`src/rtl/grant_deserializer_pkg.sv`:
```
// Shared definitions for the grant deserializer: FSM state encoding,
// beat-count legality and counter-width helpers.
package grant_deserializer_pkg;

    // Width of the incoming addr_beat field
    localparam int ADDR_BEAT_W = 3;

    // Binary-encoded deserializer states
    typedef enum logic [1:0] {
        ST_IDLE = 2'd0,
        ST_FILL = 2'd1,
        ST_HOLD = 2'd2
    } gd_state_e;

    // True when the number of beats per block is a supported value
    function automatic bit beats_legal(input int beats);
        return (beats == 2) || (beats == 4) || (beats == 8);
    endfunction

    // Bits needed to index DATA_BEATS slots (ceil(log2)), minimum 1
    function automatic int cnt_width(input int beats);
        int w;
        w = 0;
        while ((1 << w) < beats) begin
            w = w + 1;
        end
        if (w < 1) begin
            w = 1;
        end
        return w;
    endfunction

endpackage

```
`src/rtl/grant_beat_buffer.sv`:
```
// Write-indexed register array holding one data block of DATA_BEATS beats.
// Beat k is presented flat at rd_data[k*BEAT_W +: BEAT_W].
module grant_beat_buffer
    import grant_deserializer_pkg::*;
#(
    parameter int DATA_BEATS = 4,
    parameter int BEAT_W     = 64,
    parameter int CNT_W      = cnt_width(DATA_BEATS)
) (
    input  logic                         clk,
    input  logic                         reset,
    input  logic                         clr,
    input  logic                         wr_en,
    input  logic [CNT_W-1:0]             wr_idx,
    input  logic [BEAT_W-1:0]            wr_data,
    output logic [DATA_BEATS*BEAT_W-1:0] rd_data
);

    logic [BEAT_W-1:0] slot_r [DATA_BEATS];

    // Slot storage: clear the whole block or write one slot per accepted beat
    always_ff @(posedge clk or posedge reset) begin
        if (reset) begin
            for (int i = 0; i < DATA_BEATS; i++) begin
                slot_r[i] <= {BEAT_W{1'b0}};
            end
        end else if (clr) begin
            for (int i = 0; i < DATA_BEATS; i++) begin
                slot_r[i] <= {BEAT_W{1'b0}};
            end
        end else if (wr_en) begin
            slot_r[wr_idx] <= wr_data;
        end
    end

    for (genvar g = 0; g < DATA_BEATS; g++) begin : g_flat
        assign rd_data[g*BEAT_W +: BEAT_W] = slot_r[g];
    end

endmodule

```
`src/rtl/grant_deserializer.sv`:
```
// Collects grant beats into one DATA_BEATS-wide block with the header taken
// from the first beat, then holds the block until the consumer takes it.
// io_done / io_seq_err are same-cycle pulses on the accepting beat; every
// other output comes straight from a register.
module grant_deserializer
    import grant_deserializer_pkg::*;
#(
    parameter int DATA_BEATS = 4,
    parameter int BEAT_W     = 64
) (
    input  logic                               clk,
    input  logic                               reset,
    output logic                               io_in_ready,
    input  logic                               io_in_valid,
    input  logic [2:0]                         io_in_bits_addr_beat,
    input  logic                               io_in_bits_client_xact_id,
    input  logic [1:0]                         io_in_bits_manager_xact_id,
    input  logic                               io_in_bits_is_builtin_type,
    input  logic [3:0]                         io_in_bits_g_type,
    input  logic [BEAT_W-1:0]                  io_in_bits_data,
    input  logic                               io_in_has_data,
    input  logic                               io_out_ready,
    output logic                               io_out_valid,
    output logic                               io_out_bits_client_xact_id,
    output logic [1:0]                         io_out_bits_manager_xact_id,
    output logic                               io_out_bits_is_builtin_type,
    output logic [3:0]                         io_out_bits_g_type,
    output logic [DATA_BEATS*BEAT_W-1:0]       io_out_bits_data,
    output logic [cnt_width(DATA_BEATS)-1:0]   io_cnt,
    output logic                               io_done,
    output logic                               io_seq_err
);

    localparam int CNT_W = cnt_width(DATA_BEATS);

    if (!beats_legal(DATA_BEATS)) begin : g_bad_beats
        $error("grant_deserializer: DATA_BEATS must be 2, 4 or 8");
    end

    gd_state_e              state_r;
    logic [CNT_W-1:0]       cnt_r;
    logic                   in_ready_r;
    logic                   out_valid_r;
    logic                   cid_r;
    logic [1:0]             mid_r;
    logic                   builtin_r;
    logic [3:0]             gtype_r;

    logic                   accept_s;
    logic                   last_beat_s;
    logic                   addr_mismatch_s;
    logic                   id_mismatch_s;
    logic [ADDR_BEAT_W-1:0] cnt_ext_s;
    logic                   buf_clr_s;
    logic                   buf_wr_s;
    logic [CNT_W-1:0]       buf_idx_s;
    logic                   done_s;
    logic                   seq_err_s;

    // Beat acceptance, sequence checks and buffer write controls
    always_comb begin
        accept_s        = io_in_valid && in_ready_r && !reset;
        cnt_ext_s       = ADDR_BEAT_W'(cnt_r);
        addr_mismatch_s = (io_in_bits_addr_beat != cnt_ext_s);
        id_mismatch_s   = (io_in_bits_client_xact_id != cid_r) ||
                          (io_in_bits_manager_xact_id != mid_r);
        last_beat_s     = (cnt_r == CNT_W'(DATA_BEATS - 1));
        buf_clr_s       = 1'b0;
        buf_wr_s        = 1'b0;
        buf_idx_s       = cnt_r;
        done_s          = 1'b0;
        seq_err_s       = 1'b0;
        case (state_r)
            ST_IDLE: begin
                if (accept_s) begin
                    seq_err_s = addr_mismatch_s;
                    if (io_in_has_data) begin
                        buf_wr_s = 1'b1;
                        done_s   = 1'b0;
                    end else begin
                        buf_clr_s = 1'b1;
                        done_s    = 1'b1;
                    end
                end else begin
                    seq_err_s = 1'b0;
                end
            end
            ST_FILL: begin
                if (accept_s) begin
                    buf_wr_s  = 1'b1;
                    done_s    = last_beat_s;
                    seq_err_s = addr_mismatch_s || id_mismatch_s;
                end else begin
                    buf_wr_s = 1'b0;
                end
            end
            ST_HOLD: begin
                buf_wr_s = 1'b0;
            end
            default: begin
                buf_wr_s = 1'b0;
            end
        endcase
    end

    // Control FSM with header capture; ready/valid change only on state moves
    always_ff @(posedge clk or posedge reset) begin
        if (reset) begin
            state_r     <= ST_IDLE;
            cnt_r       <= {CNT_W{1'b0}};
            in_ready_r  <= 1'b1;
            out_valid_r <= 1'b0;
            cid_r       <= 1'b0;
            mid_r       <= 2'b00;
            builtin_r   <= 1'b0;
            gtype_r     <= 4'h0;
        end else begin
            case (state_r)
                ST_IDLE: begin
                    if (accept_s) begin
                        cid_r     <= io_in_bits_client_xact_id;
                        mid_r     <= io_in_bits_manager_xact_id;
                        builtin_r <= io_in_bits_is_builtin_type;
                        gtype_r   <= io_in_bits_g_type;
                        if (io_in_has_data) begin
                            cnt_r   <= CNT_W'(1);
                            state_r <= ST_FILL;
                        end else begin
                            cnt_r       <= {CNT_W{1'b0}};
                            state_r     <= ST_HOLD;
                            in_ready_r  <= 1'b0;
                            out_valid_r <= 1'b1;
                        end
                    end
                end
                ST_FILL: begin
                    if (accept_s) begin
                        if (last_beat_s) begin
                            cnt_r       <= {CNT_W{1'b0}};
                            state_r     <= ST_HOLD;
                            in_ready_r  <= 1'b0;
                            out_valid_r <= 1'b1;
                        end else begin
                            cnt_r <= cnt_r + CNT_W'(1);
                        end
                    end
                end
                ST_HOLD: begin
                    if (io_out_ready) begin
                        state_r     <= ST_IDLE;
                        in_ready_r  <= 1'b1;
                        out_valid_r <= 1'b0;
                    end
                end
                default: begin
                    state_r     <= ST_IDLE;
                    cnt_r       <= {CNT_W{1'b0}};
                    in_ready_r  <= 1'b1;
                    out_valid_r <= 1'b0;
                end
            endcase
        end
    end

    grant_beat_buffer #(
        .DATA_BEATS (DATA_BEATS),
        .BEAT_W     (BEAT_W),
        .CNT_W      (CNT_W)
    ) u_buf (
        .clk     (clk),
        .reset   (reset),
        .clr     (buf_clr_s),
        .wr_en   (buf_wr_s),
        .wr_idx  (buf_idx_s),
        .wr_data (io_in_bits_data),
        .rd_data (io_out_bits_data)
    );

    assign io_in_ready                 = in_ready_r;
    assign io_out_valid                = out_valid_r;
    assign io_out_bits_client_xact_id  = cid_r;
    assign io_out_bits_manager_xact_id = mid_r;
    assign io_out_bits_is_builtin_type = builtin_r;
    assign io_out_bits_g_type          = gtype_r;
    assign io_cnt                      = cnt_r;
    assign io_done                     = done_s;
    assign io_seq_err                  = seq_err_s;

endmodule

```
`config.mk`:
```
export PLATFORM = sky130hd
export DESIGN_NAME = grant_deserializer
export DESIGN_NICKNAME = d
export VERILOG_FILES = /design/src/rtl/grant_deserializer_pkg.sv /design/src/rtl/grant_beat_buffer.sv /design/src/rtl/grant_deserializer.sv
export SDC_FILE = /design/constraint.sdc
export NUM_CORES = 1
export LEC_CHECK = 0
export CELL_PAD_IN_SITES_DETAIL_PLACEMENT = 1
export CELL_PAD_IN_SITES_GLOBAL_PLACEMENT = 2
export CORE_ASPECT_RATIO = 1.2
export CORE_MARGIN = 10
export CORE_UTILIZATION = 41
export CTS_CLUSTER_DIAMETER = 150
export DETAILED_ROUTE_END_ITERATION = 10
export DONT_BUFFER_PORTS = 1
export PLACE_DENSITY = 0.86
export SYNTH_ARGS = -nofsm -noshare
export SYNTH_HDL_FRONTEND = slang
export SYNTH_HIERARCHICAL = 1
export SYNTH_SLANG_ARGS = --single-unit
```
`constraint.sdc`:
```
create_clock -name clk -period 11.75 [get_ports clk]
set_input_delay 2.35 -clock clk [delete_from_list [all_inputs] [get_ports clk]]
set_output_delay 2.35 -clock clk [all_outputs]
set_load 0.01 [all_outputs]
```
-- Word level (Yosys, flattened, before mapping)
Cells that the tools add are included.
- input bits: 80
- register bits: 270
- output and inout port bits: 270
- equality and inequality tests: 11
- reduce and logical (&&, ||, !) cells: 12
- magnitude comparators: 2
- multiplexer cells: 40
- add/sub/neg operators: 1
- bitwise gates (word level): 2
- operators by type and width (cell ; number):
    256-bit two-way mux ; 2
    256-bit bitwise mux ; 1
    64-bit demux with 2-bit select ; 1
    64-bit two-way mux ; 1
    1-bit two-way mux ; 20
    2-bit two-way mux ; 8
    2-bit one-hot mux with 3 select lines ; 2
    2-bit inequality test (second input constant) ; 5
    1-bit one-hot mux with 2 select lines ; 3
    1-bit one-hot mux with 3 select lines ; 2
    5-bit AND reduction ; 1
    2-bit equality test (second input constant) ; 2
    4-bit AND reduction ; 1
    3-bit greater-or-equal comparator (second input constant) ; 1
    1-bit logical AND ; 3
    3-bit by 1-bit < comparator with 1-bit output (second input constant) ; 1
    3-bit by 2-bit inequality test with 1-bit output ; 1
    2-bit NOT with 3-bit output ; 1
    3-bit AND reduction ; 1
    2-bit by 1-bit adder with 2-bit output (second input constant) ; 1
    2-bit by 1-bit equality test with 1-bit output (second input constant) ; 1
    2-bit zero test ; 1
    1-bit logical OR ; 2
    2-bit inequality test ; 1
    other kinds (5) ; 5

-- Depth between registers and ports, before layout
Gate-level depths: netlist of run 1.
- word-level depth: 8
- gate-level depth with buffers: 8
- gate-level depth less buffers: 5

-- Hierarchy
The synthesis of run 1 kept the hierarchy.
- modules (own cells, without submodules) (module ; instances ; area each (um^2) ; seq. area each (um^2) ; cells an instance):
    grant_beat_buffer ; 1 ; 11392.2 ; 6406.1 ; 902
    grant_deserializer ; 1 ; 764.5 ; 351.6 ; 64

-- Least setup slack after synthesis of run 1
No wires, ideal clock.
- kind: in2out
- from: in reset
- to: out io_done
- required time: 9400 ps
- cell stages on the path: 2
- buffers on the path: 0
- slack: 6313 ps
- arrival time: 3087 ps
- cells stage by stage: nand3b_4 > nor4_1
- cells in the longest elaborated chain, start to end: 4
- elaborated cells between the ends (all ways): 5
- ends and longest elaborated chain (element ; line ; RTL):
    from (decl) ; grant_deserializer.sv:12 ; input logic reset,
    1-bit zero test (no source line) (*) ; -- ;
    1-bit logical AND (*) ; grant_deserializer.sv:62 ; accept_s = io_in_valid && in_ready_r && !reset;
    1-bit two-way mux, on equally long branches ; grant_deserializer.sv:89, grant_deserializer.sv:75 ;
    1-bit one-hot mux with 2 select lines (*) ; grant_deserializer.sv:73 ; case (state_r)
    to (decl) ; grant_deserializer.sv:30 ; output logic io_done,
Mark *: on every way between the ends. The rest lies on a longest branch, timed or not.

-- Worst setup path after layout of run 1
Same ends and word-level chain as after synthesis.

==> results of run 1 <==
==> layer usage <==
metal  vias to the layer above  track usage [%]  wire (um)
met5                         -                0         20
met4                         2             6.01       1080
met3                        50             6.48       3260
met2                       234             30.9      17200
met1                      3603             19.7      12100
li1                       3126                -          -
==> layout make-up <==
cell class	count	share of cell area, %
flip-flops and latches	270	51.1
clock inverters	9	0.341
well taps	390	3.69
multi-input cells	626	38.0
clock buffers	39	6.23
inverters	3	0.142
repair buffers	8	0.455
==> how the worst max path moves through the flow <==
stage	end	from	depth (start not counted)	slack [ns]
CTS	io_done	reset	2	6.19
finish	io_done	reset	2	6.22
global route	io_done	reset	2	6.08
global placement	io_done	reset	2	6.21
detailed placement	io_done	reset	2	6.18
floorplan	u_buf/rd_data[0]	reset	1	2.36
==> power groups by stage <==
stage	sequential, mW	clock [mW]	combinational [mW]
finish	1.94	0.845	0.657
global route	2.00	0.919	0.764
CTS	1.97	0.876	0.671
detailed placement	1.98	0	0.666
global placement	1.97	0	0.618
floorplan	1.75	0	0.568
==> sequential cells by signal, indices dropped and copies added (netlist names) <==
register and cells:
io_out_bits_is_builtin_type 1, u_buf/rd_data 256, state_r 2, io_out_bits_manager_xact_id 2
io_out_bits_g_type 4, io_in_ready 1, io_cnt 2, io_out_valid 1
io_out_bits_client_xact_id 1
==> through the flow <==
| stage | area [um^2] | utilization, % | power (mW) | cells | hold slack, ns |
|---|---|---|---|---|---|
| floorplan | 12200 | - | 2.32 | 966 | 0.494 |
| global placement | 12300 | 41.9 | 2.59 | 1297 | 0.515 |
| detailed placement | 12300 | 41.9 | 2.65 | 1297 | 0.524 |
| CTS | 13200 | 44.9 | 3.52 | 1345 | 0.534 |
| global route | 13200 | 44.9 | 3.69 | 1345 | 0.555 |
| finish | 13200 | 44.9 | 3.44 | 1345 | 0.528 |
==> cells by family (layout without fill, tap and decap cells) <==
kind of cell	Yosys count	in the layout
fa+ha+maj	1	1
simple gates	344	344
compound gates	10	10
buf+inv	70	59
xor+xnor	5	5
flops	270	270
mux	266	266
==> cell usage after synthesis (all sizes together) <==
library cell	count	share of area [%]
a211oi	1	0.062
a21boi	1	0.062
a21o	1	0.062
a21oi	1	0.041
a22oi	1	0.062
and2	1	0.051
and3b	3	0.25
buf	28	2.0
clkbuf	39	1.2
dfrtp	269	55
dfstp	1	0.22
ha	1	0.10
inv	3	0.093
mux2	8	0.99
mux2i	258	21
nand2b	320	16
nand3	1	0.041
nand3b	4	0.35
nor2	4	0.12
nor2b	3	0.15
nor3	4	0.16
nor3b	1	0.062
nor4	1	0.051
o21ai	2	0.082
o21ba	1	0.082
o22ai	1	0.051
o31ai	1	0.062
or3	1	0.051
or3b	1	0.072
xor2	5	0.36
==> run_results.csv, run 1 <==
group,metric,value,unit
run_status,status,"completed",
floorplan,dieArea,37000,um^2
synthesis,ys_seq_area_share,55.6,%
clocking,postCtsSetupBuffers,0,
detailed_routing,drt.antenna.violating_nets,0,
synthesis,avgSynthCellArea,12.6,um^2
global_route,grt_pass1_vias,7972,
timing,finalSetupViolCount,0,
synthesis,synth-compound-area-share,0.566,%
global_route,grt_max_degree,151,
timing,fin_tns_setup,0,ns
clocking,cts_buffer_depth,3,
global_route,grt_antenna_before_repair,1,
timing,clock.fmax,0.181,GHz
timing,fin_crit_sh,47.0,%
critical_path,arrival,3.18,ns
synthesis,synthAdderAreaFrac,0.103,%
critical_path,worstPathMaxFanout,5,
synthesis,post_synth_and_or_nand_nor_area_fraction,17.8,%
synthesis,synth_area,12200,um^2
final_layout,fillerInstances,3049,
final_layout,multiInputGateArea,5020,um^2
power,peakVddDrop,0.133,mV
final_layout,drive_gt1_share,7.33,%
global_route,gr-total-overflow,0,
clocking,cts_resized,0,
power,p_comb_share,19.1,%
clocking,cts_tree,"built",
clocking,clkSinkCount,270,
detailed_routing,first_pass_iters,4,
synthesis,muxShareOfSynthArea,22.2,%
global_route,grt_pass1_wl,52000,um
final_layout,final_nets,1018,
critical_path,crit_buf_inv,0,
synthesis,yosys_warnings,6,
final_layout,register_area,6760,um^2
critical_path,worstSetupPathType,"input pin to primary output",
critical_path,cp-end-kind,"primary output",
critical_path,cp_top_family,"simple AND/OR/NAND/NOR gates",
timing,fin_crit,5.53,ns
floorplan,die_w,177,um
min_path,hold_path_depth,2,
min_path,min_path_type,"flip-flop to flip-flop",
global_route,grt.total_usage,17.8,%
timing,final.setup.worst_slack,6.22,ns
timing,slew_viol_final,0,
place,portBuffers,0,
clocking,clk_latency,0.53,ns
synthesis,ys_ff_latch,270,
clocking,htree_levels,1,
timing,worst_slew_pin_slew,1.13,ns
synthesis,synth_xor_area_share,0.360,%
clocking,path_clk_slew,0.06,ns
detailed_routing,first_iter_violations,489,
timing,rsz0062_at_grt,"no",
final_layout,n_antenna_cell,0,
min_path,holdPathEnd,"io_in_ready",
power,p_sw,1.30,mW
power,p_leak,7.03,nW
synthesis,synth_fp_nets,1047,
critical_path,r2r_setup_slack,8.36,ns
floorplan,io_pins,350,
clocking,cts-buffers-inserted,28,
floorplan,fp.dieH,209,um
floorplan,start_util,41.3,%
detailed_routing,num_vias,7015,
flow_run,drv_cap,0,
power,p_int,2.15,mW
final_layout,layout_commonest_cell,"nand2b_1",
detailed_routing,via_per_inst,5.22,
place,pre_cts_ws,6.18,ns
floorplan,core_area,29400,um^2
critical_path,critPathSlowestCell,"nor4_1",
critical_path,cp_data_required_time,9.40,ns
detailed_routing,wl,33700,um
place,place.detailed.hpwl,22800,um
timing,relSlewSlack,24.7,%
synthesis,synth.lib_cells_used.distinct,34,
critical_path,max_stage_delay,0.68,ns
floorplan,fp-row-count,69,
detailed_routing,drc,0,
critical_path,crit_path_cell_trace,"nand3b_4 -> nor4_1",
synthesis,syn-instance-count,966,
critical_path,worstRegToRegCells,6,
min_path,worstHoldStart,"io_in_ready",
power,swShare,37.7,%
clocking,hold_buffers,0,
timing,skew,0.00956,ns
power,power.density,261,nW/um^2
power,seqPwrFrac,56.4,%
synthesis,synth_top_family_by_area,"multiplexers",
critical_path,start_kind,"input pin",
detailed_routing,wl_per_cell,25.1,um
critical_path,r2r_start,"io_in_ready",
place,gp_congestion,0.766,
power,power.share.clock,24.5,%
final_layout,syn_to_final_growth,8.70,%
critical_path,r2r_end,"u_buf/rd_data[249]",
timing,hold_viol,0,
clocking,cts_root_buf,"clkbuf_16",
final_layout,final_cell_mix,"nand2b_1 (320), dfrtp_1 (269), mux2i_1 (258)",
(Power assumes the default switching activity.)
==> inputs of run 2 (changes only) <==
clock period = 5.3 ns   (was 11.75 ns; I/O delays follow)
==> run_results.csv, run 2 (synthesis results as in run 1) <==
group,metric,value,unit
clocking,clk_latency,0.53,ns
timing,clock.fmax,0.310,GHz
final_layout,final_cell_mix,"nand2b_1 (320), dfrtp_1 (269), mux2i_1 (258)",
floorplan,die_w,177,um
floorplan,core_area,29400,um^2
global_route,grt_max_degree,130,
place,portBuffers,0,
flow_run,drv_cap,0,
global_route,grt_antenna_before_repair,0,
critical_path,max_stage_delay,0.67,ns
detailed_routing,wl_per_cell,24.7,um
floorplan,io_pins,350,
final_layout,final_nets,1026,
critical_path,cp_top_family,"simple AND/OR/NAND/NOR gates",
run_status,status,"completed",
power,peakVddDrop,0.276,mV
clocking,postCtsSetupBuffers,0,
detailed_routing,num_vias,7023,
critical_path,crit_buf_inv,0,
critical_path,cp-end-kind,"primary output",
floorplan,fp.dieH,209,um
detailed_routing,wl,33400,um
timing,fin_crit,3.23,ns
timing,relSlewSlack,27.0,%
final_layout,drive_gt1_share,7.99,%
floorplan,dieArea,37000,um^2
place,place.detailed.hpwl,23400,um
power,power.density,580,nW/um^2
timing,worst_slew_pin_slew,1.10,ns
power,p_leak,7.11,nW
timing,hold_viol,0,
clocking,cts_buffer_depth,3,
critical_path,crit_path_cell_trace,"ha_1 -> nor2b_1 -> nor4_1",
detailed_routing,drt.antenna.violating_nets,0,
final_layout,n_antenna_cell,0,
floorplan,start_util,41.3,%
timing,fin_crit_sh,60.9,%
detailed_routing,drc,0,
floorplan,fp-row-count,69,
global_route,grt_pass1_wl,51600,um
clocking,hold_buffers,0,
detailed_routing,first_pass_iters,4,
clocking,cts_resized,0,
critical_path,crit_path_start,"io_cnt[0]",
final_layout,stdcell_count,1354,
final_layout,layout_commonest_cell,"nand2b_1",
global_route,grt.total_usage,17.6,%
final_layout,design_area,13400,um^2
power,power.total,7.78,mW
final_layout,fillerInstances,3045,
timing,fin_tns_setup,0,ns
critical_path,r2r_start,"io_in_ready",
critical_path,worstPathMaxFanout,12,
timing,rsz0062_at_grt,"no",
clocking,cts-buffers-inserted,28,
timing,finalSetupViolCount,0,
critical_path,arrival,2.17,ns
critical_path,critPathSlowestCell,"nor4_1",
timing,slew_viol_final,0,
clocking,cts_root_buf,"clkbuf_16",
final_layout,syn_to_final_growth,10.3,%
global_route,grt_pass1_vias,7901,
clocking,clkSinkCount,270,
final_layout,largest_register_ffs,256,
critical_path,start_kind,"flip-flop",
clocking,cts_tree,"built",
critical_path,cp_data_required_time,4.24,ns
final_layout,final_core_util,45.5,%
place,placed_area,12500,um^2
global_route,gr-total-overflow,0,
place,gp_congestion,0.747,
clocking,path_clk_slew,0.06,ns
min_path,min_path_type,"input pin to asynchronous set/reset pin",
place,placed_cells,1305,
critical_path,worstSetupPathType,"flip-flop to primary output",
clocking,htree_levels,1,
detailed_routing,via_per_inst,5.19,
detailed_routing,first_iter_violations,412,
timing,skew,0.00591,ns
==> run 2: per-stage QoR <==
stage          hold slack [ns]  setup slack, ns
3_5_place_dp             0.519             1.81
4_1_cts                  0.454             2.02
3_3_place_gp             0.513             1.90
2_1_floorplan            0.494            0.868
5_1_grt                  0.460             1.86
6_report                 0.455             2.07
==> run 2: layout make-up <==
type,instances,area (um^2),area share (%)
Multi-Input combinational cell,626,5020,37.5
Sequential cell,270,6760,50.4
Clock inverter,6,80.1,0.597
Tap cell,390,488,3.64
Inverter,3,15.0,0.112
Clock buffer,43,858,6.40
Timing Repair Buffer,16,183,1.36
==> run 2: final timing paths <==
path	to	slack [ns]	depth (start not counted)
max reg2reg	u_buf/rd_data[196]	2.36	5
max	io_done	2.07	3
min in group clk	io_in_ready	0.52	2
min	io_out_valid	0.45	1
min reg2reg	io_in_ready	0.52	2
max in group asynchronous	u_buf/rd_data[131]	4.09	2
==> run 2: worst register-to-register path, delay by kind of cell (launching register included) <==
family	cells	cell delay, ns
and+or+nand+nor	3	1.38
muxes	1	0.24
DFF	1	0.60
buffers and inverters	1	0.57
==> run 2: report_power, final <==
part           internal, mW  total (mW)  leakage (nW)  switching (mW)
Clock                  1.20        1.99         0.466           0.791
Combinational         0.737        1.48          3.08           0.745
Sequential             2.96        4.30          3.57            1.35
==> run 2: per-layer routing <==
layer	global-route usage, %	up-vias	share of wire [%]
met3	7.41	36	11
met4	4.64	0	2.1
met1	19.3	3643	36
met2	30.6	212	52
met5	0	-	0
li1	-	3132	-
